**config.mk**
```make
export PLATFORM = sky130hd
export DESIGN_NAME = btn_event_arbiter
export DESIGN_NICKNAME = d
export VERILOG_FILES = /design/src/rtl/btn_event_arbiter.sv
export SDC_FILE = /design/constraint.sdc
export NUM_CORES = 1
export LEC_CHECK = 0
export BUFFER_PORTS_ARGS = -buffer_cell sky130_fd_sc_hd__buf_2
export CAP_MARGIN = 10
export CELL_PAD_IN_SITES_DETAIL_PLACEMENT = 1
export CELL_PAD_IN_SITES_GLOBAL_PLACEMENT = 2
export CORE_ASPECT_RATIO = 0.5
export CORE_UTILIZATION = 30
export DETAILED_ROUTE_END_ITERATION = 10
export PLACE_DENSITY_LB_ADDON = 0.2
export SLEW_MARGIN = 15
export SYNTH_ARGS = -nofsm -noshare
export SYNTH_HDL_FRONTEND = slang
export SYNTH_SLANG_ARGS = --single-unit
```
**constraint.sdc**
```tcl
create_clock -name clk -period 1.6 [get_ports clk]
set_input_delay 0.08 -clock clk [delete_from_list [all_inputs] [get_ports clk]]
set_output_delay 0.08 -clock clk [all_outputs]
set_load 0.02 [all_outputs]
```
**src/rtl/btn_event_arbiter.sv**
```systemverilog
// btn_event_arbiter
// Turns raw push-button levels into one event per press, holds the events as
// pending requests and hands them out round-robin as a single-cycle strobe
// tagged with the channel ID. A minimum idle gap follows every strobe, and a
// downstream busy flag blocks new grants while the arbiter is idle.
module btn_event_arbiter #(
  parameter int N_CH = 4,
  parameter int ID_W = 2,
  parameter int GAP  = 2
) (
  input  logic            clk,
  input  logic            rst,
  input  logic [N_CH-1:0] btn,
  input  logic            busy,
  output logic            out,
  output logic [ID_W-1:0] out_id,
  output logic [N_CH-1:0] pending,
  output logic [N_CH-1:0] overrun,
  output logic [1:0]      state_test
);

  localparam int IDX_W = (N_CH > 1) ? $clog2(N_CH) : 1;
  localparam logic [3:0] GAP_LOAD = (GAP > 0) ? 4'(GAP - 1) : 4'd0;
  localparam logic [ID_W-1:0] PTR_RST = ID_W'(N_CH - 1);

  typedef enum logic [1:0] {
    S_IDLE  = 2'b00,
    S_ISSUE = 2'b01,
    S_GAP   = 2'b10
  } state_t;

  // Round-robin pick: first set request strictly after ptr, wrapping around.
  // ptr itself is examined last, so the most recent winner has lowest priority.
  function automatic logic [ID_W-1:0] rr_pick(input logic [N_CH-1:0] req,
                                              input logic [ID_W-1:0] ptr);
    logic [ID_W-1:0] win;
    logic            hit;
    int              idx;
    win = ptr;
    hit = 1'b0;
    for (int k = 1; k <= N_CH; k++) begin
      idx = (int'(ptr) + k) % N_CH;
      if (!hit && req[idx[IDX_W-1:0]]) begin
        win = ID_W'(idx);
        hit = 1'b1;
      end
    end
    return win;
  endfunction

  // Gap counter step; never wraps below zero.
  function automatic logic [3:0] sat_dec(input logic [3:0] v);
    return (v == 4'd0) ? 4'd0 : v - 4'd1;
  endfunction

  // ---------------------------------------------------------------------------
  // Stage p0: press detectors and pending/overrun request bookkeeping
  // ---------------------------------------------------------------------------
  logic [N_CH-1:0] armed_p0;
  logic [N_CH-1:0] pend_p0;
  logic [N_CH-1:0] ovr_p0;

  // ---------------------------------------------------------------------------
  // Stage p1: arbiter FSM and registered strobe outputs
  // ---------------------------------------------------------------------------
  state_t          state_p1;
  logic            out_p1;
  logic [ID_W-1:0] out_id_p1;
  logic [ID_W-1:0] ptr_p1;
  logic [3:0]      cnt_p1;

  logic [N_CH-1:0] evt;
  logic            gnt;
  logic [ID_W-1:0] win;
  logic [N_CH-1:0] gnt_mask;
  logic [N_CH-1:0] armed_nxt;
  logic [N_CH-1:0] pend_nxt;
  logic [N_CH-1:0] ovr_nxt;

  // Event detection, grant decision and next request state.
  always_comb begin
    evt       = armed_p0 & btn;
    win       = rr_pick(pend_p0, ptr_p1);
    gnt       = (state_p1 == S_IDLE) && (|pend_p0) && !busy;
    gnt_mask  = gnt ? (N_CH'(1) << win) : '0;
    // ARMED stays armed while low and leaves on a press; WAIT_REL re-arms on
    // release and stays while held. Both collapse to "armed iff btn was low".
    armed_nxt = ~btn;
    // A same-edge grant and press on one channel leaves the request set and
    // is not counted as an overrun: the old request was consumed.
    pend_nxt  = (pend_p0 & ~gnt_mask) | evt;
    ovr_nxt   = ovr_p0 | (evt & pend_p0 & ~gnt_mask);
  end

  // Press detector and request registers.
  always_ff @(posedge clk or posedge rst) begin
    if (rst) begin
      armed_p0 <= '1;
      pend_p0  <= '0;
      ovr_p0   <= '0;
    end else begin
      armed_p0 <= armed_nxt;
      pend_p0  <= pend_nxt;
      ovr_p0   <= ovr_nxt;
    end
  end

  // Arbiter FSM: grant in IDLE, one strobe cycle in ISSUE, then GAP idle cycles.
  always_ff @(posedge clk or posedge rst) begin
    if (rst) begin
      state_p1  <= S_IDLE;
      out_p1    <= 1'b0;
      out_id_p1 <= '0;
      ptr_p1    <= PTR_RST;
      cnt_p1    <= 4'd0;
    end else begin
      case (state_p1)
        S_IDLE: begin
          if (gnt) begin
            out_p1    <= 1'b1;
            out_id_p1 <= win;
            ptr_p1    <= win;
            state_p1  <= S_ISSUE;
          end else begin
            out_p1    <= 1'b0;
          end
        end
        S_ISSUE: begin
          out_p1 <= 1'b0;
          if (GAP == 0) begin
            state_p1 <= S_IDLE;
          end else begin
            cnt_p1   <= GAP_LOAD;
            state_p1 <= S_GAP;
          end
        end
        S_GAP: begin
          out_p1 <= 1'b0;
          if (cnt_p1 == 4'd0) begin
            state_p1 <= S_IDLE;
          end else begin
            cnt_p1 <= sat_dec(cnt_p1);
          end
        end
        default: begin
          out_p1   <= 1'b0;
          state_p1 <= S_IDLE;
        end
      endcase
    end
  end

  assign out        = out_p1;
  assign out_id     = out_id_p1;
  assign pending    = pend_p0;
  assign overrun    = ovr_p0;
  assign state_test = state_p1;

  // The strobe is always a single cycle and names a real channel.
  a_single_strobe : assert property (@(posedge clk) disable iff (rst) out_p1 |=> !out_p1);
  a_valid_id      : assert property (@(posedge clk) disable iff (rst) out_p1 |-> (int'(out_id_p1) < N_CH));

endmodule
```
==> run summary, run 1 <==
==================================================================================================
Status                                                                                finished clean
Worst slew margin relative to its limit                                                     0.7996
R2R depth                                                                                        4
Clock transition time at the flip-flop clock pins of the worst setup and hold paths        0.09 ns
Num Clock Sinks                                                                                 23
Number of antenna violations at the first check in global routing                                0
Vertical die dimension                                                                44.23 microns
Share of cell area taken by muxes after synthesis                                         0.009357
Slew of the pin with the lowest slew margin                                              0.3006 ns
TritonCTS clock tree                                                                          done
Most frequent cells after synthesis                                                   sky130_fd_sc_hd__dfrtp_1, sky130_fd_sc_hd__a21oi_1, sky130_fd_sc_hd__inv_1
Clock insertion delay at the later pin of the skew report                                  0.27 ns
Summed instance area of the synthesized netlist                                       0.001070 sq mm
Global-route congestion overflow total                                                           0
Post-synthesis async set-or-reset flop share                                                 1.000
Time the final worst path needs with I/O delays and setup                                 1.491 ns
Unrepaired setup endpoints after global routing                                                 no
Clk root buf                                                                          sky130_fd_sc_hd__clkbuf_8
Skew final                                                                             0.003118 ns
Data arrival time at the worst-slack endpoint                                              1.66 ns
GR Util All Layers                                                                          0.1501
Worst hold margin                                                                        0.2470 ns
Via/cell ratio                                                                               4.817
Number of routed nets with antenna violations                                                    0
Setup slack on the worst flop-to-flop path                                                 0.11 ns
Required time of the critical path                                                         1.77 ns
Number of violations reported at the end of detailed-routing iteration 0                        48
Reported max-cap violation count                                                                 0
Flop and latch count out of synthesis                                                           23
Core Footprint                                                                        0.003188 sq mm
Min-delay worst type                                                                     in -> reg
Most frequently used cell type in the post-synthesis netlist                          sky130_fd_sc_hd__dfrtp_1
Wire length of the first global-routing pass                                          4222 microns
Maximum resistive drop on vdd                                                            0.7324 mV
DR pass1 iterations                                                                              4
Starting density of the core                                                                0.3356
Synth Area in Compound Gates                                                                0.2211
Area Growth Syn to Fin                                                                      26.20%
Total leakage power                                                                      0.5953 nW
Number of global-route vias before repair                                                      864
Post-Synthesis Mean Instance Area                                                      10.70 sq um
Net count of the finished layout                                                               141
Final hold viol count                                                                            0
Post-Synthesis Cells                                                                           100
Cell Pwr Density                                                                      1799 mW/mm^2
Floorplan die width                                                                   86.45 microns
Top achievable clock speed                                                               670.9 MHz
Clock buffers created by TritonCTS                                                               3
Largest cells by area after synthesis                                                 sky130_fd_sc_hd__dfrtp_1, sky130_fd_sc_hd__dfstp_2, sky130_fd_sc_hd__a21oi_1
DRC violation count after routing                                                                0
DRT Wirelength                                                                        2426 microns
Critical R2R Capture                                                                    overrun[0]
Floorplan die area                                                                    0.003823 sq mm
Crit share post-route                                                                       0.9316
Xor/xnor share of the synthesized area                                                           0
GPL Wtd Cong                                                                                0.7509
Share of the yosys chip area belonging to registers                                         0.5450
Sum of negative setup slack                                                                   0 ns
Number of enable-type register cells in the synthesized netlist                                  0
Class of the most critical setup path                                                   reg -> reg
Post-DP HPWL                                                                          1687 microns
# diodes                                                                                         0
Top fanout value on the critical path                                                            7
Leading area contributor after synthesis                                              sky130_fd_sc_hd__dfrtp_1
Launching element type of the critical path                                               register
Crit path to                                                                            overrun[0]
Pin count of the biggest net entering global routing                                            24
H-tree levels                                                                                    1
Bufs on Longest Clock Path                                                                       2
Setup crit start                                                                         ptr_p1[1]
I/O pin count                                                                                   20
Area share of the largest cell type after synthesis                                         0.3977
Source of the worst register-to-register timing path                                     ptr_p1[1]
Vias after detailed routing                                                                    867
Max-slew violation count                                                                         0
# rows                                                                                          14
Total of warnings raised by yosys                                                                0
Count of distinct cell types in the synthesized netlist                                         34
Routed len/inst                                                                       13.48 microns
Layout cells sized above 1                                                                  0.3258
Post-Synth Adder-Cell Area                                                                 0.01170
Largest family of logic cells by synthesized area                                     compound AO/OA/AOI/OAI gates
Final number of setup-violating endpoints                                                        0
Share of synthesized cell area in and, or, nand and nor gates                               0.1485
Count of input and output buffers                                                               19
Syn Nets                                                                                       108
Critical Path Sink Type                                                                   register
Top flip-flop cell by instance count after synthesis                                  sky130_fd_sc_hd__dfrtp_1
==================================================================================================
==> stage by stage <==
| stage | instance area (sq um) | util | instances | power, mW | setup slack, ns |
|---|---|---|---|---|---|
| 2_1_floorplan | 1070 | - | 100 | 1.694 | 0.06842 |
| 6_report | 1350 | 0.4235 | 180 | 2.429 | 0.1095 |
| 3_3_place_gp | 1240 | 0.3889 | 170 | 2.006 | 0.1284 |
| 5_1_grt | 1350 | 0.4235 | 180 | 2.623 | 0.007510 |
| 4_1_cts | 1335 | 0.4188 | 179 | 2.414 | 0.07555 |
| 3_5_place_dp | 1240 | 0.3889 | 170 | 2.016 | 0.08894 |
==> routing by layer <==
metal | routed length [microns] | vias up | GRT usage
li1 | - | 426 | -
met1 | 1245 | 424 | 0.1998
met2 | 1042 | 12 | 0.2302
met3 | 104 | 5 | 0.05410
met4 | 34 | 0 | 0.05000
met5 | 0 | - | 0
==> cells by family after synthesis <==
family / Yosys count
compound gates: 35
simple gates: 27
buf+inv: 13
flops: 23
mux: 1
fa+ha+maj: 1
==> repair_timing <==
item                                    CTS  global route
gates resized for setup                   0             1
hold buffers                              5             0
setup buffers                             0             1
hold endpoints to repair                 21             0
endpoints found under the setup margin    0             3
==> sequential cells by signal, summed over array words and instances, names as in the netlist <==
signal,cells
armed_p0,4
cnt_p1,4
overrun,4
pending,4
out_id,2
ptr_p1,2
state_test,2
out,1
==> power breakdown <==
group | leakage (nW) | switching [mW] | internal, mW
combinational | 0.323 | 0.623 | 0.489
clock | 0.0228 | 0.198 | 0.178
sequential | 0.250 | 0.177 | 0.764
==> worst min path at each step <==
| stage | start | endpoint | slack (ns) | cells after the start |
|---|---|---|---|---|
| after floorplan | rst | cnt_p1[0] | 0.08 | 1 |
| after global placement | rst | state_test[0] | 0.14 | 3 |
| after detailed placement | rst | state_test[0] | 0.15 | 3 |
| after CTS | busy | overrun[3] | 0.25 | 4 |
| after global routing | busy | overrun[3] | 0.27 | 4 |
| final | busy | overrun[3] | 0.25 | 4 |
==> cell type report <==
class | instances | area [sq um]
clock buffers | 4 | 45.04
fillers | 388 | 1838
inverters | 11 | 46.29
multi-input cells | 64 | 425.4
flip-flops and latches | 23 | 583.1
well taps | 48 | 60.06
repair buffers | 30 | 190.2
==> cells in the final DEF (no fill, tap or decap), types with 2 or more instances in the layout <==
cell / count
sky130_fd_sc_hd__dfrtp_1: 17
sky130_fd_sc_hd__nor3_1: 4
sky130_fd_sc_hd__dlygate4sd3_1: 5
sky130_fd_sc_hd__buf_2: 19
sky130_fd_sc_hd__nand2_1: 6
sky130_fd_sc_hd__a21o_1: 4
sky130_fd_sc_hd__nand4b_1: 2
sky130_fd_sc_hd__o21ai_0: 2
sky130_fd_sc_hd__a31o_2: 2
sky130_fd_sc_hd__a21oi_1: 11
sky130_fd_sc_hd__nor2_1: 6
sky130_fd_sc_hd__inv_1: 9
sky130_fd_sc_hd__clkbuf_8: 3
sky130_fd_sc_hd__a31oi_1: 8
sky130_fd_sc_hd__buf_4: 6
sky130_fd_sc_hd__dfstp_2: 6
==> worst max-delay path: stages (launching register included) <==
cell and delay, ns:
sky130_fd_sc_hd__dfstp_2 0.60, sky130_fd_sc_hd__nand2_1 0.09, sky130_fd_sc_hd__a32oi_2 0.27, sky130_fd_sc_hd__nand4b_1 0.16, sky130_fd_sc_hd__a41o_1 0.26
(Power assumes the default switching activity.)
==> run 2: changes to the inputs <==
--- a/config.mk
+++ b/config.mk
@@ -10,6 +10,7 @@
 export CELL_PAD_IN_SITES_DETAIL_PLACEMENT = 1
 export CELL_PAD_IN_SITES_GLOBAL_PLACEMENT = 2
 export CORE_ASPECT_RATIO = 0.5
+export CORE_MARGIN = 5
 export CORE_UTILIZATION = 30
 export DETAILED_ROUTE_END_ITERATION = 10
 export PLACE_DENSITY_LB_ADDON = 0.2
==> run 2 against run 1 <==
Net effect: global-route usage shrank 3.8 points; cell area shrank 0.28%; sequential share of layout area grew 0.12 points; via count shrank 1.4%; core utilization shrank 3.1 points; sequential cell count is the same; hold slack is essentially flat; critical path depth is the same; fmax is essentially flat; first-iteration DRC count shrank 63%; register-to-register slack is essentially flat; clock power shrank 3%; critical endpoint unchanged; largest power group unchanged.
==> run summary, run 2 (synthesis results as in run 1) <==
==================================================================================================
Total leakage power                                                                      0.5908 nW
H-tree levels                                                                                    1
Slew of the pin with the lowest slew margin                                              0.3088 ns
Critical Path Sink Type                                                                   register
Top achievable clock speed                                                               670.4 MHz
Final number of setup-violating endpoints                                                        0
Source of the worst register-to-register timing path                                     ptr_p1[1]
FILL cells                                                                                     417
Skew final                                                                             0.001063 ns
Bufs on Longest Clock Path                                                                       2
Most frequent standard cell in the layout excluding fill and tap cells                sky130_fd_sc_hd__buf_2
# diodes                                                                                         0
Number of global-route vias before repair                                                      840
Launching element type of the critical path                                               register
Sum of negative setup slack                                                                   0 ns
Time the final worst path needs with I/O delays and setup                                 1.492 ns
Fin util                                                                                    0.3920
Footprint of the multi-input gates                                                     425.4 sq um
Total non-filler cell area in the finished layout                                     0.001346 sq mm
# rows                                                                                          15
TritonCTS clock tree                                                                          done
Reported max-cap violation count                                                                 0
Layout cells sized above 1                                                                  0.3206
Floorplan die area                                                                    0.004933 sq mm
Vias after detailed routing                                                                    855
DRT Wirelength                                                                        2445 microns
Wire length of the first global-routing pass                                          4133 microns
Worst hold margin                                                                        0.2465 ns
Launch instance of the worst min-delay path                                                   busy
Clock insertion delay at the later pin of the skew report                                  0.26 ns
Cell Pwr Density                                                                      1782 mW/mm^2
Area occupied by registers                                                             583.1 sq um
Data arrival time at the worst-slack endpoint                                              1.65 ns
Filler-free cell count of the finished design                                                  182
Via/cell ratio                                                                               4.698
Count of input and output buffers                                                               19
DRC violation count after routing                                                                0
DR pass1 iterations                                                                              2
Number of antenna violations at the first check in global routing                                0
Worst slew margin relative to its limit                                                     0.7941
Max-slew violation count                                                                         0
Post-Place Cell Area                                                                  0.001244 sq mm
Net count of the finished layout                                                               140
Class of the most critical setup path                                                   reg -> reg
Number of routed nets with antenna violations                                                    0
Starting density of the core                                                                0.3115
Status                                                                                finished clean
Maximum resistive drop on vdd                                                            0.5886 mV
Required time of the critical path                                                         1.76 ns
Number of setup buffers added after CTS                                                          0
Vertical die dimension                                                                52.23 microns
Pin count of the biggest net entering global routing                                            24
Core Footprint                                                                        0.003435 sq mm
Clock transition time at the flip-flop clock pins of the worst setup and hold paths        0.08 ns
I/O pin count                                                                                   20
Setup crit start                                                                         ptr_p1[1]
GR Util All Layers                                                                          0.1124
Placed cell count                                                                              173
Number of violations reported at the end of detailed-routing iteration 0                        18
Floorplan die width                                                                   94.45 microns
Post-DP HPWL                                                                          1826 microns
Routed len/inst                                                                       13.43 microns
Clk root buf                                                                          sky130_fd_sc_hd__clkbuf_8
Clock buffers created by TritonCTS                                                               3
Area Growth Syn to Fin                                                                      25.85%
Top fanout value on the critical path                                                            7
Num Clock Sinks                                                                                 23
GPL Wtd Cong                                                                                0.7065
Crit share post-route                                                                       0.9322
Min-delay worst type                                                                     in -> reg
Global-route congestion overflow total                                                           0
Commonest non-fill, non-tap cells in the layout                                       sky130_fd_sc_hd__buf_2, sky130_fd_sc_hd__dfrtp_1, sky130_fd_sc_hd__a21oi_1
Unrepaired setup endpoints after global routing                                                 no
Final hold viol count                                                                            0
==================================================================================================
## run 2: changes by cell type in the layout (fill, tap and decap cells not counted)
| cell | previous run | this run |
|---|---|---|
| sky130_fd_sc_hd__buf_4 | 6 | 5 |
## run 2: path summary, 6_finish.rpt
| check | endpoint | cells after the start | slack (ns) |
|---|---|---|---|
| min in group asynchronous | state_test[1] | 4 | 0.41 |
| min | overrun[3] | 4 | 0.25 |
| max reg2reg | overrun[0] | 4 | 0.11 |
| max | overrun[0] | 4 | 0.11 |
| max in group asynchronous | armed_p0[2] | 4 | 0.90 |
| min reg2reg | overrun[0] | 1 | 0.48 |
## run 2: cell type report
cell class | count | share of cell area
flip-flops and latches | 23 | 0.4331
multi-input cells | 64 | 0.3160
repair buffers | 29 | 0.1357
well taps | 51 | 0.04740
inverters | 11 | 0.03439
clock buffers | 4 | 0.03346
## run 2: power by group
group	total [mW]	switching [mW]	internal, mW	leakage [nW]
registers	0.939	0.175	0.764	0.250
logic	1.10	0.621	0.477	0.318
clock network	0.363	0.185	0.178	0.0228
total	2.40	0.980	1.42	0.591
## run 2: layer usage
metal  wire, microns  part of all wire  track usage  up-vias
met3              90             0.037      0.04304        4
li1                -                 -            -      420
met2            1078              0.44       0.1737        9
met1            1249              0.51       0.1456      422
met4              26             0.011      0.03589        0
met5               0                 0            0        -
## run 2: stage by stage
stage / total power, mW / setup slack [ns]
5_1_grt: 2.596 / 0.02525
4_1_cts: 2.425 / 0.09579
2_1_floorplan: 1.694 / 0.06842
3_5_place_dp: 2.032 / 0.09970
3_3_place_gp: 2.013 / 0.1129
6_report: 2.400 / 0.1085
## run 2: timing repair
item	4_1_cts	5_1_grt
setup endpoints to repair	0	3
hold buffers	5	0
resized for setup	0	1
hold endpoints to repair	21	0
## run 2: worst max-delay path: stages, from the launching register on
cell and delay (ns):
sky130_fd_sc_hd__dfstp_2 0.60, sky130_fd_sc_hd__nand2b_4 0.15, sky130_fd_sc_hd__a31o_2 0.23, sky130_fd_sc_hd__nand4b_1 0.14
sky130_fd_sc_hd__a41o_1 0.26
==> run 3: changes to the inputs <==
--- a/config.mk
+++ b/config.mk
@@ -12,6 +12,7 @@
 export CORE_ASPECT_RATIO = 0.5
 export CORE_MARGIN = 5
 export CORE_UTILIZATION = 30
+export CTS_BUF_LIST = sky130_fd_sc_hd__clkbuf_16
 export DETAILED_ROUTE_END_ITERATION = 10
 export PLACE_DENSITY_LB_ADDON = 0.2
 export SLEW_MARGIN = 15
==> run 3 against run 2 <==
Net effect: via count shrank 0.70%; die area did not move; sequential share of layout area is 1.1 points lower; cell area grew 2.5%; critical endpoint unchanged; hold slack gained 0.011 ns; cell count is the same; first-iteration DRC count is 22% higher; sequential power about the same; sequential cell count stayed put; setup slack gained 0.0035 ns.
==> run summary, run 3 (synthesis results as in run 1) <==
==================================================================================================
Status                                                                                finished clean
Final hold viol count                                                                            0
Clk root buf                                                                          sky130_fd_sc_hd__clkbuf_16
Maximum resistive drop on vdd                                                            0.5924 mV
Data arrival time at the worst-slack endpoint                                              1.63 ns
H-tree levels                                                                                    1
Reported max-cap violation count                                                                 0
Part of the total power dissipated in sequential elements                                    0.367
Starting density of the core                                                                0.3115
Total power                                                                               2.563 mW
Class of the most critical setup path                                                   reg -> reg
Count of input and output buffers                                                               19
Min-delay worst type                                                                     in -> reg
Vertical die dimension                                                                52.23 microns
# diodes                                                                                         0
Net count of the finished layout                                                               140
Switching power summed over all nets                                                      986.9 uW
Global-route congestion overflow total                                                           0
DRT Wirelength                                                                        2455 microns
Number of violations reported at the end of detailed-routing iteration 0                        22
Post-DP HPWL                                                                          1826 microns
# rows                                                                                          15
Via/cell ratio                                                                               4.665
Most frequent standard cell in the layout excluding fill and tap cells                sky130_fd_sc_hd__buf_2
Number of global-route vias before repair                                                      855
Placed cell count                                                                              173
Number of routed nets with antenna violations                                                    0
Required time of the critical path                                                         1.74 ns
DRC violation count after routing                                                                0
Cell Pwr Density                                                                      1857 mW/mm^2
Number of setup buffers added after CTS                                                          0
Share of total power in the clock network                                                    0.205
Vias after detailed routing                                                                    849
Floorplan die area                                                                    0.004933 sq mm
Wire length of the first global-routing pass                                          4229 microns
Layout cells sized above 1                                                                  0.3206
I/O pin count                                                                                   20
Final number of setup-violating endpoints                                                        0
Bufs on Longest Clock Path                                                                       2
Slew of the pin with the lowest slew margin                                              0.3055 ns
Logic gate share of total power                                                              0.428
Routed len/inst                                                                       13.49 microns
Top achievable clock speed                                                               672.0 MHz
Skew final                                                                             0.003591 ns
DR pass1 iterations                                                                              2
Time the final worst path needs with I/O delays and setup                                 1.488 ns
FILL cells                                                                                     416
Num Clock Sinks                                                                                 23
Pin count of the biggest net entering global routing                                            24
Switch share                                                                                0.3851
Clock buffers created by TritonCTS                                                               3
Top fanout value on the critical path                                                            7
Core Footprint                                                                        0.003435 sq mm
Launching element type of the critical path                                               register
TritonCTS clock tree                                                                          done
GPL Wtd Cong                                                                                0.7065
Filler-free cell count of the finished design                                                  182
Sum of negative setup slack                                                                   0 ns
Clock insertion delay at the later pin of the skew report                                  0.25 ns
Floorplan die width                                                                   94.45 microns
Max-slew violation count                                                                         0
Worst slew margin relative to its limit                                                     0.7963
Commonest non-fill, non-tap cells in the layout                                       sky130_fd_sc_hd__buf_2, sky130_fd_sc_hd__dfrtp_1, sky130_fd_sc_hd__a21oi_1
Total leakage power                                                                      0.6104 nW
Area Growth Syn to Fin                                                                      29.01%
Crit share post-route                                                                       0.9300
Clock transition time at the flip-flop clock pins of the worst setup and hold paths        0.06 ns
Internal power component                                                                  1.576 mW
Unrepaired setup endpoints after global routing                                                 no
Number of antenna violations at the first check in global routing                                0
GR Util All Layers                                                                          0.1131
Critical Path Sink Type                                                                   register
==================================================================================================
run 3: cell count changes in the layout (fill, tap and decap cells not counted), sizes merged:
cell    change
inv         +1
clkbuf      -1
run 3: critical path: stages (launching register included):
cell                       delay (ns)
sky130_fd_sc_hd__dfstp_2         0.59
sky130_fd_sc_hd__nand2b_4        0.15
sky130_fd_sc_hd__a31o_2          0.24
sky130_fd_sc_hd__nand4b_1        0.14
sky130_fd_sc_hd__a41o_1          0.26
run 3: layout make-up:
cell class	count	area (sq um)	area share
repair buffers	29	182.7	0.1324
clock buffers	3	75.07	0.05440
well taps	51	63.81	0.04624
inverters	11	46.29	0.03354
flip-flops and latches	23	583.1	0.4225
multi-input cells	64	425.4	0.3083
clock inverters	1	3.754	0.002720
run 3: power by group through the flow:
stage | Combinational [mW] | Clock (mW) | Sequential, mW
2_1_floorplan | 0.680 | 0 | 1.01
3_3_place_gp | 1.07 | 0 | 0.944
3_5_place_dp | 1.08 | 0 | 0.949
4_1_cts | 1.10 | 0.558 | 0.940
5_1_grt | 1.21 | 0.587 | 0.971
6_report | 1.10 | 0.526 | 0.940
run 3: final timing paths:
path | to | slack (ns) | cells after the start | from
setup / recovery | overrun[0] | 0.11 | 4 | ptr_p1[1]
hold / removal | overrun[3] | 0.26 | 4 | busy
max in group asynchronous | ptr_p1[0] | 0.88 | 4 | rst
hold reg to reg | overrun[0] | 0.47 | 1 | overrun[0]
min in group asynchronous | state_test[1] | 0.42 | 4 | rst
setup reg to reg | overrun[0] | 0.11 | 4 | ptr_p1[1]
run 3: through the flow:
step	instance area, sq um	worst slack [ns]	util	hold WS [ns]
2_1_floorplan	1070	0.06842	-	0.07748
3_3_place_gp	1244	0.1129	0.3621	0.1423
3_5_place_dp	1244	0.09970	0.3621	0.1515
4_1_cts	1373	0.09865	0.3996	0.2646
5_1_grt	1380	0.02920	0.4018	0.3064
6_report	1380	0.1120	0.4018	0.2575
run 3: layer usage:
layer,wire [microns],part of all wire,vias up,GRT usage
met4,13,0.0053,0,0.02871
met2,1105,0.45,9,0.1819
met3,90,0.037,2,0.03874
met1,1245,0.51,417,0.1465
li1,-,-,421,-
met5,0,0,-,0
run 3: what timing repair did:
| action | CTS | global route |
|---|---|---|
| hold buffers | 5 | 0 |
| setup endpoints to repair | 0 | 1 |
| hold endpoints to repair | 21 | 0 |
| resized for setup | 0 | 1 |
